===== config.mk =====
export PLATFORM = sky130hd
export DESIGN_NAME = run_sequencer
export DESIGN_NICKNAME = d
export VERILOG_FILES = /design/src/rtl/run_seq_pkg.sv /design/src/rtl/run_sequencer_watchdog.sv /design/src/rtl/run_sequencer.sv
export SDC_FILE = /design/constraint.sdc
export NUM_CORES = 1
export LEC_CHECK = 0
export ABC_AREA = 1
export BUFFER_PORTS_ARGS = -buffer_cell sky130_fd_sc_hd__buf_4
export CAP_MARGIN = 10
export CORE_AREA = 5 5 81 98
export DETAILED_ROUTE_END_ITERATION = 16
export DIE_AREA = 0 0 86 103
export PLACE_DENSITY = 0.84
export SLEW_MARGIN = 15
export SYNTH_ARGS = -nofsm -noshare
export SYNTH_HDL_FRONTEND = slang
export SYNTH_HIERARCHICAL = 1
export SYNTH_SLANG_ARGS = --single-unit
export TNS_END_PERCENT = 30

===== constraint.sdc =====
create_clock -name Clk -period 2.6 [get_ports Clk]
set_input_delay 0.26 -clock Clk [delete_from_list [all_inputs] [get_ports Clk]]
set_output_delay 0.26 -clock Clk [all_outputs]
set_load 0.005 [all_outputs]

===== src/rtl/run_seq_pkg.sv =====
// Shared definitions for the run sequencer: FSM state encoding, datapath widths
// and a small address helper used by the load and result phases.
package run_seq_pkg;

  localparam int BYTE_W = 8;
  localparam int ADDR_W = 8;

  typedef enum logic [2:0] {
    IDLE = 3'd0,
    LOAD = 3'd1,
    KICK = 3'd2,
    RUN  = 3'd3,
    READ = 3'd4,
    SEND = 3'd5
  } seqState_e;

  // DMem addresses are 8 bits wide and wrap 255 -> 0.
  function automatic logic [ADDR_W-1:0] addrInc(input logic [ADDR_W-1:0] a);
    return a + 1'b1;
  endfunction

endpackage


===== src/rtl/run_sequencer_watchdog.sv =====
// run_watchdog: cycle counter guarding the RUN phase. Clear has priority over
// Enable; Expired rises on the TIMEOUT_CYC-th enabled cycle after a clear and
// the count then holds until the next clear.
module run_watchdog #(
  parameter int TIMEOUT_CYC = 1000000
) (
  input  logic Clk,
  input  logic Reset,
  input  logic Clear,
  input  logic Enable,
  output logic Expired
);

  localparam int CW = $clog2(TIMEOUT_CYC + 1);
  localparam logic [CW-1:0] LAST = CW'(TIMEOUT_CYC - 1);

  logic [CW-1:0] count_q;
  logic [CW-1:0] count_d;

  // Next count: clear wins, otherwise count enabled cycles up to the terminal value.
  always_comb begin
    count_d = count_q;
    if (Clear) begin
      count_d = '0;
    end else if (Enable && (count_q != LAST)) begin
      count_d = count_q + 1'b1;
    end
  end

  // Count register with synchronous reset.
  always_ff @(posedge Clk) begin
    if (Reset) begin
      count_q <= '0;
    end else begin
      count_q <= count_d;
    end
  end

  assign Expired = Enable && (count_q == LAST);

endmodule


===== src/rtl/run_sequencer.sv =====
// run_sequencer: host front end for the CPU core. Loads a byte image into DMem,
// kicks the core with Start, waits for Done under a watchdog, then streams a
// result window back to the host. Every output is registered.
// Optional feature macro: RUN_SEQ_CHECKSUM_EN appends one byte holding the
// 8-bit sum of all loaded bytes and result bytes of the run.
module run_sequencer
  import run_seq_pkg::*;
#(
  parameter int LOAD_BASE   = 0,
  parameter int LOAD_LEN    = 64,
  parameter int RES_BASE    = 64,
  parameter int RES_LEN     = 4,
  parameter int START_CYC   = 2,
  parameter int TIMEOUT_CYC = 1000000
) (
  input  logic              Clk,
  input  logic              Reset,
  input  logic              Go,
  input  logic              InValid,
  input  logic [BYTE_W-1:0] InData,
  output logic              InReady,
  output logic              LdWen,
  output logic [ADDR_W-1:0] LdAddr,
  output logic [BYTE_W-1:0] LdDat,
  input  logic [BYTE_W-1:0] RdDat,
  output logic              Start,
  input  logic              Done,
  output logic              OutValid,
  output logic [BYTE_W-1:0] OutData,
  input  logic              OutReady,
  output logic              Busy,
  output logic              Timeout
);

  localparam int CNT_W = 8;
  localparam int KW    = (START_CYC > 1) ? $clog2(START_CYC) : 1;

  localparam logic [ADDR_W-1:0] LOAD_BASE_A = ADDR_W'(LOAD_BASE);
  localparam logic [ADDR_W-1:0] RES_BASE_A  = ADDR_W'(RES_BASE);
  localparam logic [CNT_W-1:0]  LOAD_LAST   = CNT_W'(LOAD_LEN - 1);
  localparam logic [CNT_W-1:0]  RES_LAST    = CNT_W'(RES_LEN - 1);
  localparam logic [KW-1:0]     KICK_LAST   = KW'(START_CYC - 1);

  seqState_e         state_q, state_d;
  logic              inReady_q, inReady_d;
  logic              ldWen_q, ldWen_d;
  logic [ADDR_W-1:0] ldAddr_q, ldAddr_d;
  logic [BYTE_W-1:0] ldDat_q, ldDat_d;
  logic [ADDR_W-1:0] ldPtr_q, ldPtr_d;
  logic              start_q, start_d;
  logic              outValid_q, outValid_d;
  logic [BYTE_W-1:0] outData_q, outData_d;
  logic              busy_q, busy_d;
  logic              timeout_q, timeout_d;
  logic [CNT_W-1:0]  loadCnt_q, loadCnt_d;
  logic [CNT_W-1:0]  resCnt_q, resCnt_d;
  logic [KW-1:0]     kickCnt_q, kickCnt_d;
  logic              runFirst_q, runFirst_d;
`ifdef RUN_SEQ_CHECKSUM_EN
  logic [BYTE_W-1:0] sum_q, sum_d;
  logic              csumPhase_q, csumPhase_d;
`endif

  logic wdClear;
  logic wdEnable;
  logic wdExpired;

  run_watchdog #(
    .TIMEOUT_CYC(TIMEOUT_CYC)
  ) uWatchdog (
    .Clk    (Clk),
    .Reset  (Reset),
    .Clear  (wdClear),
    .Enable (wdEnable),
    .Expired(wdExpired)
  );

  // Next-state and next-output logic; every register holds unless a state acts on it.
  always_comb begin
    state_d    = state_q;
    inReady_d  = inReady_q;
    ldWen_d    = 1'b0;
    ldAddr_d   = ldAddr_q;
    ldDat_d    = ldDat_q;
    ldPtr_d    = ldPtr_q;
    start_d    = start_q;
    outValid_d = outValid_q;
    outData_d  = outData_q;
    timeout_d  = timeout_q;
    loadCnt_d  = loadCnt_q;
    resCnt_d   = resCnt_q;
    kickCnt_d  = kickCnt_q;
    runFirst_d = 1'b0;
    wdClear    = 1'b0;
    wdEnable   = 1'b0;
`ifdef RUN_SEQ_CHECKSUM_EN
    sum_d       = sum_q;
    csumPhase_d = csumPhase_q;
`endif

    unique case (state_q)
      IDLE: begin
        start_d   = 1'b1;
        inReady_d = 1'b0;
        if (Go) begin
          state_d   = LOAD;
          timeout_d = 1'b0;
          loadCnt_d = '0;
          ldAddr_d  = LOAD_BASE_A;
          ldPtr_d   = LOAD_BASE_A;
          inReady_d = 1'b1;
`ifdef RUN_SEQ_CHECKSUM_EN
          sum_d       = '0;
          csumPhase_d = 1'b0;
`endif
        end
      end

      LOAD: begin
        if (InValid && inReady_q) begin
          ldWen_d   = 1'b1;
          ldAddr_d  = ldPtr_q;
          ldDat_d   = InData;
          ldPtr_d   = addrInc(ldPtr_q);
          loadCnt_d = loadCnt_q + 1'b1;
`ifdef RUN_SEQ_CHECKSUM_EN
          sum_d = sum_q + InData;
`endif
          if (loadCnt_q == LOAD_LAST) begin
            inReady_d = 1'b0;
            kickCnt_d = '0;
            state_d   = KICK;
          end
        end
      end

      KICK: begin
        start_d = 1'b1;
        wdClear = 1'b1;
        if (kickCnt_q == KICK_LAST) begin
          start_d    = 1'b0;
          runFirst_d = 1'b1;
          state_d    = RUN;
        end else begin
          kickCnt_d = kickCnt_q + 1'b1;
        end
      end

      RUN: begin
        wdEnable = 1'b1;
        if (Done && !runFirst_q) begin
          ldAddr_d = RES_BASE_A;
          resCnt_d = '0;
          state_d  = READ;
        end else if (wdExpired) begin
          timeout_d = 1'b1;
          start_d   = 1'b1;
          state_d   = IDLE;
        end
      end

      READ: begin
        outValid_d = 1'b1;
        state_d    = SEND;
`ifdef RUN_SEQ_CHECKSUM_EN
        if (csumPhase_q) begin
          outData_d = sum_q;
        end else begin
          outData_d = RdDat;
          sum_d     = sum_q + RdDat;
        end
`else
        outData_d = RdDat;
`endif
      end

      SEND: begin
        if (outValid_q && OutReady) begin
          outValid_d = 1'b0;
`ifdef RUN_SEQ_CHECKSUM_EN
          if (csumPhase_q) begin
            csumPhase_d = 1'b0;
            start_d     = 1'b1;
            state_d     = IDLE;
          end else if (resCnt_q == RES_LAST) begin
            csumPhase_d = 1'b1;
            state_d     = READ;
          end else begin
            resCnt_d = resCnt_q + 1'b1;
            ldAddr_d = RES_BASE_A + (resCnt_q + 1'b1);
            state_d  = READ;
          end
`else
          if (resCnt_q == RES_LAST) begin
            start_d = 1'b1;
            state_d = IDLE;
          end else begin
            resCnt_d = resCnt_q + 1'b1;
            ldAddr_d = RES_BASE_A + (resCnt_q + 1'b1);
            state_d  = READ;
          end
`endif
        end
      end

      default: begin
        start_d = 1'b1;
        state_d = IDLE;
      end
    endcase

    busy_d = (state_d != IDLE);
  end

  // State and output registers; reset aborts any run and holds the core.
  always_ff @(posedge Clk) begin
    if (Reset) begin
      state_q    <= IDLE;
      inReady_q  <= 1'b0;
      ldWen_q    <= 1'b0;
      ldAddr_q   <= '0;
      ldDat_q    <= '0;
      ldPtr_q    <= '0;
      start_q    <= 1'b1;
      outValid_q <= 1'b0;
      outData_q  <= '0;
      busy_q     <= 1'b0;
      timeout_q  <= 1'b0;
      loadCnt_q  <= '0;
      resCnt_q   <= '0;
      kickCnt_q  <= '0;
      runFirst_q <= 1'b0;
`ifdef RUN_SEQ_CHECKSUM_EN
      sum_q       <= '0;
      csumPhase_q <= 1'b0;
`endif
    end else begin
      state_q    <= state_d;
      inReady_q  <= inReady_d;
      ldWen_q    <= ldWen_d;
      ldAddr_q   <= ldAddr_d;
      ldDat_q    <= ldDat_d;
      ldPtr_q    <= ldPtr_d;
      start_q    <= start_d;
      outValid_q <= outValid_d;
      outData_q  <= outData_d;
      busy_q     <= busy_d;
      timeout_q  <= timeout_d;
      loadCnt_q  <= loadCnt_d;
      resCnt_q   <= resCnt_d;
      kickCnt_q  <= kickCnt_d;
      runFirst_q <= runFirst_d;
`ifdef RUN_SEQ_CHECKSUM_EN
      sum_q       <= sum_d;
      csumPhase_q <= csumPhase_d;
`endif
    end
  end

  assign InReady  = inReady_q;
  assign LdWen    = ldWen_q;
  assign LdAddr   = ldAddr_q;
  assign LdDat    = ldDat_q;
  assign Start    = start_q;
  assign OutValid = outValid_q;
  assign OutData  = outData_q;
  assign Busy     = busy_q;
  assign Timeout  = timeout_q;

endmodule


==> metrics.yaml <==
worst_setup_path:
  r2r_start: "uWatchdog/count_q[0]"
  critPathMaxFanout: 5
  r2r_cells: 12
  critical_path_class: "register to register"
  r2r_slack_ps: 650
  cp.required_ps: 2830
  r2r-end: "Busy"
  cp-start-kind: "register"
  end_kind: "register"
  worstPathArrival_ps: 2180
clocking:
  cts_max_path_buffers: 2
  cts_hold_buf: 0
  post_cts_buffers: 0
  cts-buffers-inserted: 9
  cts-root-buf: "clkbuf_8"
  clkTransAtPathRegs_ps: 80
  cts_tree: "done"
  cts.repair.resized: 0
  cts_max_level: 3
  cts.sinks: 79
  insertion_delay_ps: 350
timing:
  setup-violations-final: 0
  post-route-period-util_pct: 75.1
  timing.setup.tns_ps: 0
  finalMaxSlewViolations: 0
  setup_ws_ps: 648
  hold_violations: 0
  fmax_mhz: 512
  relSlewSlack_pct: 50.8
  grt_setup_unrepaired: "no"
  min_period_ps: 1950
  worstMarginPinSlew_ps: 737
  fin_skew_ps: 7.65
power:
  p_sw_share_pct: 23.1
  combPwrFrac_pct: 6.2
  leakagePower_nw: 1.94
  ir_drop_mv: 0.380
  power_switching_uw: 524
  power.density_nw_per_um2: 489
  p_int_mw: 1.74
  power.total_mw: 2.27
  p_clk_share_pct: 39.5
  p_seq_share_pct: 54.3
global_route:
  grtUsageMet3_pct: 4.48
  track_usage_pct: 23.1
  antenna_found_initial: 0
  grt_max_degree: 26
  grt_pass1_wl_mm: 16.4
  met2_usage_pct: 42.0
  top_usage_layer: "met2"
  met1_usage_pct: 24.7
  overflow: 0
  grt_pass1_vias: 3759
yosys:
  async_flop_share_pct: 0
  yosysWarningCount: 6
  synth_seq_area_share_pct: 39.6
  yosysMostFrequentCell: "nand2_1"
  yosysTopAreaCell: "dfxtp_1"
  ys.flop_type: "dfxtp_1"
  synthTopCellsByCount: "119 x nand2_1, 86 x nor2_1, 79 x dfxtp_1"
  synth_area_um2: 3990
  synth_top_area_share_pct: 39.6
  synthTopCellsByArea: "dfxtp_1 40%, nand2_1 11%, nor2_1 8.1%"
  syn_nets: 590
  syn_area_per_cell_um2: 7.07
  synth_edf_count: 0
  ys_seq_elements: 79
  synth_cell_types: 44
  syn_inst: 564
drt:
  firstDrtPassIters: 4
  wire_per_inst_um: 13.5
  drtAntennaViolNets: 0
  viasPerCell: 5.39
  drc: 0
  vias: 3839
  drt_iter0_markers: 188
  wl_mm: 9.64
finish:
  fin_cells: 712
  fin_util_pct: 66.0
  nNetsFinal: 644
  diodes: 0
  fillers: 633
  drive_gt1_share_pct: 18.2
  area.growth.synth_to_final_pct: 16.1
place:
  place.gp.congestion: 0.931
  port_buffers: 51
  hpwl_mm: 7.17
  placedCellCount: 697
  dp_slack_ps: 698
floorplan:
  initial_core_util_pct: 56.8
  die_y_um: 103
  core_area_um2: 7020
  die_w_um: 86
  placementRows: 34
  die_area_um2: 8860
  pin_count: 52
run_status:
  run_status: "finished clean"
flow_run:
  maxCapViolCount: 0
hold_path:
  worstHoldEndpoint: "LdDat[4]"
  min-delay-start: "InData[4]"
  hp-class: "input pin to register"
  hold_path_depth: 3
critical path: stages, from the launching register on:
cell	delay (ps)
dfxtp_1	410
ha_1	230
nand3_2	160
nor2_1	210
nand3_1	110
nor2_1	90
nor2_1	70
o21ai_0	120
inv_1	70
nor2_1	110
nand2_1	60
nand2_1	80
nand3b_1	110
cell type report:
class / instances / area, um2 / share of cell area (%)
clock buffers: 12 / 145 / 3.13
clock inverters: 3 / 43.8 / 0.945
inverters: 64 / 250 / 5.40
multi-input cells: 409 / 2090 / 45.0
flip-flops and latches: 79 / 1580 / 34.1
well taps: 90 / 113 / 2.43
repair buffers: 55 / 413 / 8.91
stage by stage:
step	area (um2)	hold slack (ps)
6_report	4630	130
5_1_grt	4630	126
4_1_cts	4630	118
3_5_place_dp	4440	445
3_3_place_gp	4440	442
2_1_floorplan	3990	395
per-layer routing:
layer  vias up  wire length, um
met5         -                0
met4         0              342
met3        26              540
met2       119             4980
met1      1745             3780
li1       1949                -
cell usage in the layout (no fill, tap or decap), types with 7 or more instances in the layout:
| master | n |
|---|---|
| buf_4 | 55 |
| nor2_1 | 86 |
| nand2_1 | 119 |
| a21oi_1 | 42 |
| clkbuf_8 | 10 |
| nand3_1 | 40 |
| nand3_2 | 8 |
| nor2_2 | 10 |
| nand4_1 | 7 |
| dfxtp_1 | 79 |
| o21ai_0 | 38 |
| inv_1 | 56 |
| nor3_1 | 10 |
flip-flops by register name (all words and copies together) (netlist names):
register           count
Start                  1
LdDat                  8
runFirst_q             1
OutData                8
uWatchdog/count_q     20
loadCnt_q              8
Busy                   1
LdAddr                 8
Timeout                1
LdWen                  1
kickCnt_q              1
state_q                3
resCnt_q               8
OutValid               1
InReady                1
ldPtr_q                8
how the worst max path moves through the flow:
stage	startpoint	to	depth (start not counted)
floorplan	uWatchdog/count_q[0]	Busy	12
global placement	state_q[0]	uWatchdog/count_q[10]	7
detailed placement	uWatchdog/count_q[0]	Busy	12
CTS	uWatchdog/count_q[0]	Busy	12
global route	uWatchdog/count_q[0]	Busy	12
finish	uWatchdog/count_q[0]	Busy	12
cells by family after synthesis:
kind of cell / count (synthesis) / synth area share (%)
XOR/XNOR: 5 / 1.10
buffers and inverters: 76 / 8.06
adder cells (fa/ha/maj): 4 / 1.25
flip-flops: 79 / 39.6
AO/OA/AOI/OAI: 101 / 14.4
AND/OR/NAND/NOR: 299 / 35.5
power groups by stage:
stage	logic [mW]	clock network, mW	registers (mW)
after floorplan	0.0895	0	1.25
after global placement	0.140	0	1.26
after detailed placement	0.142	0	1.26
after CTS	0.143	0.914	1.23
after global routing	0.156	0.969	1.23
final	0.142	0.895	1.23
Power figures use the tool's default switching activity.
